File: src/rtl/timer_pkg.sv
// Shared definitions for the memory-mapped interrupt timer: FSM encoding,
// register offsets, CTRL field positions and mode values.
package timer_pkg;

    typedef enum logic [1:0] {
        ST_IDLE = 2'd0,
        ST_LOAD = 2'd1,
        ST_CNT  = 2'd2,
        ST_INT  = 2'd3
    } state_t;

    localparam logic [1:0] CTRL_OFS   = 2'd0;
    localparam logic [1:0] PRESET_OFS = 2'd1;
    localparam logic [1:0] COUNT_OFS  = 2'd2;

    localparam int EN_BIT   = 0;
    localparam int MODE_LSB = 1;
    localparam int IM_BIT   = 3;

    localparam logic [1:0] MODE_ONESHOT = 2'b00;
    localparam logic [1:0] MODE_RELOAD  = 2'b01;

    // Only 2'b01 selects auto-reload; the other two codes fall back to one-shot.
    function automatic logic is_reload(input logic [1:0] mode);
        return (mode == MODE_RELOAD);
    endfunction

endpackage

File: src/rtl/irq_timer.sv
// Programmable down-counter timer on the peripheral bridge. Drives one CP0
// hardware interrupt line. One-shot mode holds a level interrupt until a CTRL
// write acknowledges it; auto-reload mode emits a one-cycle pulse per period.
//
// Bus handshake: there is no valid/ready pair. A write is accepted on every
// posedge where we=1 (always ready); reads are combinational from addr with
// no side effects, so dout is valid whenever addr is stable.
module irq_timer
    import timer_pkg::*;
#(
    parameter int CNT_W = 32
) (
    input  logic        clk,
    input  logic        reset,
    input  logic [1:0]  addr,
    input  logic        we,
    input  logic [31:0] din,
    output logic [31:0] dout,
    output logic        irq
);

    state_t             state_q,    state_d;
    logic               en_q,       en_d;
    logic [1:0]         mode_q,     mode_d;
    logic               im_q,       im_d;
    logic               irq_pend_q, irq_pend_d;
    logic [CNT_W-1:0]   preset_q,   preset_d;
    logic [CNT_W-1:0]   count_q,    count_d;

    logic               ctrl_wr;
    logic               preset_wr;

    assign ctrl_wr   = we && (addr == CTRL_OFS);
    assign preset_wr = we && (addr == PRESET_OFS);

    // Next-state: FSM and counter first, then CPU writes override so that a
    // CTRL write in the INT cycle wins over the FSM's EN clear / pend update.
    always_comb begin
        state_d    = state_q;
        en_d       = en_q;
        mode_d     = mode_q;
        im_d       = im_q;
        irq_pend_d = irq_pend_q;
        preset_d   = preset_q;
        count_d    = count_q;

        case (state_q)
            ST_IDLE: begin
                if (en_q) begin
                    state_d = ST_LOAD;
                end
            end
            ST_LOAD: begin
                if (!en_q) begin
                    state_d = ST_IDLE;
                end else begin
                    // preset_q is the value before any same-cycle PRESET write.
                    count_d = preset_q;
                    state_d = ST_CNT;
                end
            end
            ST_CNT: begin
                if (!en_q) begin
                    state_d = ST_IDLE;
                end else if (count_q != '0) begin
                    count_d = count_q - CNT_W'(1);
                end else begin
                    irq_pend_d = 1'b1;
                    state_d    = ST_INT;
                end
            end
            ST_INT: begin
                if (is_reload(mode_q)) begin
                    irq_pend_d = 1'b0;
                    state_d    = ST_LOAD;
                end else begin
                    en_d    = 1'b0;
                    state_d = ST_IDLE;
                end
            end
            default: begin
                state_d = ST_IDLE;
            end
        endcase

        if (ctrl_wr) begin
            en_d       = din[EN_BIT];
            mode_d     = din[MODE_LSB +: 2];
            im_d       = din[IM_BIT];
            irq_pend_d = 1'b0;
        end

        if (preset_wr) begin
            preset_d = din[CNT_W-1:0];
        end
    end

    // State and register update; synchronous active-high reset aborts any count.
    always_ff @(posedge clk) begin
        if (reset) begin
            state_q    <= ST_IDLE;
            en_q       <= 1'b0;
            mode_q     <= MODE_ONESHOT;
            im_q       <= 1'b0;
            irq_pend_q <= 1'b0;
            preset_q   <= '0;
            count_q    <= '0;
        end else begin
            state_q    <= state_d;
            en_q       <= en_d;
            mode_q     <= mode_d;
            im_q       <= im_d;
            irq_pend_q <= irq_pend_d;
            preset_q   <= preset_d;
            count_q    <= count_d;
        end
    end

    // Read mux; upper bits beyond CNT_W read as zero.
    always_comb begin
        dout = '0;
        case (addr)
            CTRL_OFS:   dout = {28'b0, im_q, mode_q, en_q};
            PRESET_OFS: dout = 32'(preset_q);
            COUNT_OFS:  dout = 32'(count_q);
            default:    dout = '0;
        endcase
    end

    // Interrupt is purely register-derived: no path from din or we.
    assign irq = irq_pend_q & im_q;

endmodule

File: config.mk
export PLATFORM = sky130hd
export DESIGN_NAME = irq_timer
export DESIGN_NICKNAME = d
export VERILOG_FILES = /design/src/rtl/timer_pkg.sv /design/src/rtl/irq_timer.sv
export SDC_FILE = /design/constraint.sdc
export NUM_CORES = 1
export LEC_CHECK = 0
export ABC_CLOCK_PERIOD_IN_PS = 4500
export BUFFER_PORTS_ARGS = -buffer_cell sky130_fd_sc_hd__clkbuf_2
export CORE_MARGIN = 10
export CORE_UTILIZATION = 63
export CTS_BUF_LIST = sky130_fd_sc_hd__clkbuf_8
export CTS_CLUSTER_DIAMETER = 80
export DETAILED_ROUTE_END_ITERATION = 8
export PLACE_DENSITY_LB_ADDON = 0.2
export SYNTH_ARGS = -nofsm -noshare
export SYNTH_HDL_FRONTEND = slang
export SYNTH_SLANG_ARGS = --single-unit
File: constraint.sdc
create_clock -name clk -period 4.5 [get_ports clk]
set_clock_uncertainty 0.2 [all_clocks]
set_input_delay 0.225 -clock clk [delete_from_list [all_inputs] [get_ports clk]]
set_output_delay 0.225 -clock clk [all_outputs]
set_load 0.1 [all_outputs]
==> results of run 1 <==
-- worst max path at each step --
stage	to	startpoint	depth (start not counted)	slack (ns)
after global routing	count_q[19]	count_q[0]	8	1.11
final	count_q[19]	count_q[0]	8	1.27
after floorplan	dout[0]	addr[1]	3	1.37
after detailed placement	count_q[13]	count_q[0]	8	1.37
after global placement	count_q[25]	count_q[9]	6	1.47
after CTS	count_q[19]	count_q[0]	8	1.34
-- flip-flops by register name (all words and copies together), names as in the netlist --
register and count:
count_q 32, preset_q 32, mode_q 2, state_q 2, en_q 1, im_q 1, irq_pend_q 1
-- Yosys cell counts, types with 3 or more instances --
master	count	area, um2
a21o_1	11	82.6
a21oi_1	61	305
a21oi_2	12	105
a22o_1	29	254
a31oi_1	6	37.5
a32o_1	5	50.1
a41oi_1	4	35.0
and2_1	6	37.5
and3_1	3	18.8
buf_2	5	25.0
clkbuf_1	38	143
dfxtp_1	71	1420
inv_1	6	22.5
mux2i_1	7	70.1
nand2_1	109	409
nand2b_1	3	18.8
nand3_1	10	50.1
nand4_1	10	62.6
nor2_1	31	116
nor2b_1	6	37.5
nor3_1	10	50.1
nor4_1	6	37.5
o211ai_1	5	37.5
o21ai_0	14	70.1
o21ai_1	18	90.1
o21ai_2	5	43.8
or4_1	8	60.1
-- power groups by stage --
stage	logic [W]	clock network (W)	registers, W
after floorplan	0.0000982	0	0.000661
after global placement	0.000135	0	0.000664
after detailed placement	0.000137	0	0.000665
after CTS	0.000159	0.000481	0.000650
after global routing	0.000175	0.000506	0.000652
final	0.000162	0.000479	0.000650
-- layer usage --
layer	vias up	share of wire
met3	29	0.080
met1	1985	0.39
li1	2056	-
met4	0	0.023
met5	-	0
met2	227	0.50
-- cell families (layout without fill, tap and decap cells) --
group / count (synthesis) / count (layout)
AO/OA/AOI/OAI: 183 / 183
XOR/XNOR: 1 / 1
multiplexers: 7 / 7
flip-flops: 71 / 71
AND/OR/NAND/NOR: 213 / 213
buffers and inverters: 54 / 132
adder cells (fa/ha/maj): 1 / 1
-- critical path, stage by stage, from the launching register on --
cell and delay (ns):
dfxtp_1 0.37, inv_1 0.10, ha_1 0.22, or4b_1 0.59
nor4_4 0.41, a41o_1 0.54, buf_4 0.40, o21ai_1 0.16
a21oi_2 0.16
-- metrics by stage --
stage                     cells  total power [W]  hold WS (ns)  setup slack [ns]  cell area (um2)
final                       683          0.00129         0.215              1.27             4790
after global routing        683          0.00133         0.263              1.11             4790
after CTS                   683          0.00129         0.220              1.34             4790
after detailed placement    635         0.000801         0.253              1.37             4280
after global placement      635         0.000798         0.246              1.47             4280
after floorplan             530         0.000759         0.161              1.37             4000
-- area by class of cell --
type | count | area [um2]
Clock inverter | 5 | 32.5
Multi-Input combinational cell | 405 | 2330
Inverter | 6 | 22.5
Fill cell | 430 | 1240
Sequential cell | 71 | 1420
Tap cell | 75 | 93.8
Timing Repair Buffer | 110 | 733
Clock buffer | 11 | 151
==> impl_metrics.csv, run 1 <==
group,metric,value,unit
critical_path,critPathArrivalTime,3.30,ns
floorplan,fp.dieW,99.7,um
cts,cts_tree,"yes",
cts,clk_pin_slew_worst_paths,0.07,ns
synth,synth_compound_area_frac,0.305,
synth,synthArstFlopShare,0,
floorplan,ios,70,
outcome,status,"finished, final reports clean",
floorplan,coreArea,6030,um2
power_and_ir_drop,peakVddDrop,199,uV
synth,synthMuxAreaShare,0.0175,
hold_path,holdPathStages,3,
synth,synth-warning-count,0,
cts,h-tree-depth,3,
route,num_vias,4297,
sta,fin_crit,3.23,ns
synth,yosys.area_share.simple,0.253,
synth,ys_seq_area_frac,0.355,
critical_path,r2r_start,"count_q[0]",
layout,num_antenna_cells,0,
hold_path,min_to,"irq_pend_q",
placement,portBuffers,69,
critical_path,endpoint_kind,"flop",
layout,drive_gt1_frac,0.197,
synth,synth_top_family_by_area,"compound AO/OA/AOI/OAI gates",
route,first_pass_iters,5,
cts,cts.sinks,71,
synth,synth_xor_area_frac,0.00219,
placement,place_hpwl,7420,um
floorplan,die_h,99.7,um
power_and_ir_drop,combPwrFrac,0.125,
route,dr.first_iter.drc_count,336,
power_and_ir_drop,power_frac_clock,0.371,
synth,synth-edff-count,0,
sta,final.setup.tns,0,ns
cts,clock_path_buffers,2,
power_and_ir_drop,swShare,0.283,
global_route,met2_usage,0.387,
floorplan,rows,28,
floorplan,fp.dieArea,9940,um2
critical_path,reg2reg_depth,8,
floorplan,start_util,0.664,
route,vias_per_cell,6.29,
global_route,gr-total-overflow,0,
global_route,busiest_layer,"met2",
route,routed_wl,11700,um
power_and_ir_drop,p_seq_frac,0.504,
critical_path,cp_data_required_time,4.58,ns
layout,final_nets,641,
synth,synthCells,530,
synth,synth-seq-cells,71,
layout,final_util,0.794,
placement,gp_congestion,0.908,
sta,hold_viol_final,0,
hold_path,hold_path_class,"input port to flop",
sta,setup_viol,0,
power_and_ir_drop,p_sw,0.000366,W
synth,synth_ff_type,"dfxtp_1",
global_route,grt_max_degree,44,
global_route,grt_pass1_wl,19400,um
global_route,grt_usage,0.229,
sta,slew_violations,0,
synth,synth_area,4000,um2
power_and_ir_drop,pwr_density_cell,270,nW/um2
cts,insertion_delay,0.35,ns
synth,synth.distinct_cells,52,
sta,rsz0062_at_grt,"no",
layout,final_cell_mix,"109 x nand2_1, 71 x dfxtp_1, 69 x clkbuf_2",
global_route,grt_pass1_vias,3998,
cts,hold_buffers,32,
layout,mostFrequentLayoutCell,"nand2_1",
critical_path,cp_max_fo,25,
sta,fmax,0.310,GHz
cts,root_buffer,"clkbuf_8",
critical_path,reg2reg_slack,1.27,ns
cts,cts_setup_buffers,0,
hold_path,hp-start,"addr[0]",
power_and_ir_drop,p_leak,1.78,nW
synth,syn_nets,568,
cts,numCtsBuffers,9,
critical_path,cp-start-kind,"flop",
critical_path,critPathKind,"flop to flop",
job,drv_cap,0,
sta,tightest_slew,1.25,ns
global_route,grt_use_met3,0.0471,
power_and_ir_drop,p_int,0.000925,W
synth,syn_avg_cell_area,7.55,um2
sta,fin_crit_sh,0.717,
cts,cts_resized,0,
route,wl_per_cell,17.1,um
route,drc,0,
sta,slew_headroom,0.166,
critical_path,rr_endpoint,"count_q[19]",
synth,yosys.area_share.adder,0.00313,
global_route,grtUsageMet1,0.273,
global_route,antenna_found_initial,0,
layout,areaGrowthSynthToFinish,19.6,%
route,ant_nets,0,
Power figures use the tool's default switching activity.
==> inputs of run 2 (changes only) <==
--- a/config.mk
+++ b/config.mk
@@ -5,10 +5,10 @@
 export SDC_FILE = /design/constraint.sdc
 export NUM_CORES = 1
 export LEC_CHECK = 0
-export ABC_CLOCK_PERIOD_IN_PS = 4500
+export ABC_CLOCK_PERIOD_IN_PS = 2790
 export BUFFER_PORTS_ARGS = -buffer_cell sky130_fd_sc_hd__clkbuf_2
 export CORE_MARGIN = 10
-export CORE_UTILIZATION = 63
+export CORE_UTILIZATION = 53
 export CTS_BUF_LIST = sky130_fd_sc_hd__clkbuf_8
 export CTS_CLUSTER_DIAMETER = 80
 export DETAILED_ROUTE_END_ITERATION = 8
==> constraint.sdc (replaced) <==
create_clock -name clk -period 2.79 [get_ports clk]
set_clock_uncertainty 0.2 [all_clocks]
set_input_delay 0.1395 -clock clk [delete_from_list [all_inputs] [get_ports clk]]
set_output_delay 0.1395 -clock clk [all_outputs]
set_load 0.1 [all_outputs]
==> impl_metrics.csv, run 2 (synthesized netlist as in run 1, its figures left out) <==
group,metric,value,unit
outcome,status,"finished, final reports clean",
layout,seqCellArea,1420,um2
layout,final_cell_mix,"109 x nand2_1, 71 x dfxtp_1, 69 x clkbuf_2",
route,wl_per_cell,16.2,um
route,top_layer_used,"met4",
route,routed_wl,11700,um
global_route,grt_pass1_vias,4094,
global_route,grt_pass1_wl,20100,um
cts,cts_tree,"yes",
floorplan,die_h,107,um
cts,clock_path_buffers,2,
sta,rsz0062_at_grt,"no",
sta,fin_crit,2.61,ns
sta,hold_viol_final,0,
critical_path,reg2reg_slack,0.18,ns
route,wl_met3,735,um
layout,areaGrowthSynthToFinish,24.2,%
critical_path,critPathArrivalTime,2.65,ns
sta,slew_headroom,0.449,
cts,insertion_delay,0.35,ns
route,wl_met2,5920,um
power_and_ir_drop,peakVddDrop,288,uV
critical_path,crit_path_end,"count_q[10]",
sta,fmax,0.383,GHz
floorplan,rows,31,
route,met1Wirelength,4910,um
route,dr.first_iter.drc_count,219,
layout,drive_gt1_frac,0.218,
critical_path,rr_endpoint,"count_q[10]",
sta,fin_crit_sh,0.936,
power_and_ir_drop,p_leak,1.89,nW
layout,num_antenna_cells,0,
layout,multi_input_area,2340,um2
cts,numCtsBuffers,9,
placement,place_hpwl,7890,um
global_route,grt_usage,0.209,
sta,final.setup.tns,0,ns
cts,clk_pin_slew_worst_paths,0.08,ns
route,first_pass_iters,4,
global_route,antenna_found_initial,0,
route,vias_per_cell,5.82,
critical_path,r2r_start,"count_q[1]",
placement,gp_congestion,0.853,
critical_path,cp_max_fo,13,
sta,slew_violations,0,
route,drc,0,
hold_path,hold_path_class,"input port to flop",
route,ant_nets,0,
cts,h-tree-depth,3,
cts,cts.sinks,71,
critical_path,cp-start-kind,"flop",
critical_path,reg2reg_depth,8,
power_and_ir_drop,total_power,0.00214,W
sta,setup_viol,0,
critical_path,endpoint_kind,"flop",
critical_path,cp_data_required_time,2.83,ns
layout,fillCellCount,663,
global_route,gr-total-overflow,0,
floorplan,coreArea,7290,um2
floorplan,start_util,0.549,
global_route,grt_max_degree,35,
layout,final_util,0.682,
floorplan,fp.dieW,107,um
sta,tightest_slew,0.824,ns
layout,mostFrequentLayoutCell,"nand2_1",
critical_path,critPathKind,"flop to flop",
layout,final_nets,658,
floorplan,fp.dieArea,11400,um2
layout,reg_top3,"count_q: 32 flops, preset_q: 32 flops",
power_and_ir_drop,pwr_density_cell,431,nW/um2
job,drv_cap,0,
placement,portBuffers,69,
floorplan,ios,70,
cts,root_buffer,"clkbuf_8",
route,num_vias,4211,
critical_path,crit_start,"count_q[1]",
## run 2: cell types whose count changed in the layout (fill, tap and decap cells not counted), sizes merged
cell	change
buf	+17
bufinv	+1
clkinvlp	-3
clkbuf	-1
clkinv	+1
inv	+2
## run 2: layout make-up
class,count,area share
repair buffers,127,0.176
inverters,6,0.00453
clock buffers,10,0.0277
flip-flops and latches,71,0.286
well taps,99,0.0249
multi-input cells,405,0.470
clock inverters,6,0.0106
## run 2: power by group
group          internal [W]  total [W]  switching, W
combinational      0.000107   0.000279      0.000172
sequential          0.00103    0.00105     0.0000161
clock              0.000427   0.000816      0.000389
total               0.00157    0.00214      0.000577
## run 2: worst min path at each step
stage            start           end  cells after the start
6_report         reset  preset_q[31]                      2
5_1_grt          reset  preset_q[31]                      2
4_1_cts          reset  preset_q[31]                      2
3_5_place_dp   din[29]  preset_q[29]                      3
3_3_place_gp   din[12]  preset_q[12]                      3
2_1_floorplan  din[11]  preset_q[11]                      2
## run 2: layer usage
metal | track usage | vias up
li1 | - | 2090
met1 | 0.253 | 1977
met2 | 0.355 | 129
met3 | 0.0449 | 15
met4 | 0.0793 | 0
met5 | 0 | -
## run 2: critical path, stage by stage (launching register included)
cell and delay (ns):
dfxtp_1 0.35, inv_1 0.07, ha_1 0.22, or4b_4 0.54, nor4_4 0.37, buf_4 0.18
a41oi_1 0.13, buf_4 0.23, a32o_1 0.22
## run 2: what timing repair did
item,4_1_cts,5_1_grt
endpoints found under the hold margin,36,0
setup endpoints to repair,0,6
setup buffers,0,2
resized for setup,0,2
hold buffers,32,0
## run 2: per-stage QoR
stage,hold slack [ns],cells,area (um2),setup slack [ns]
after floorplan,0.0755,530,4000,0.387
after global placement,0.162,674,4440,0.286
after detailed placement,0.167,674,4440,0.171
after CTS,0.00241,722,4950,0.129
after global routing,0.0355,724,4970,0.0515
final,0.0113,724,4970,0.179
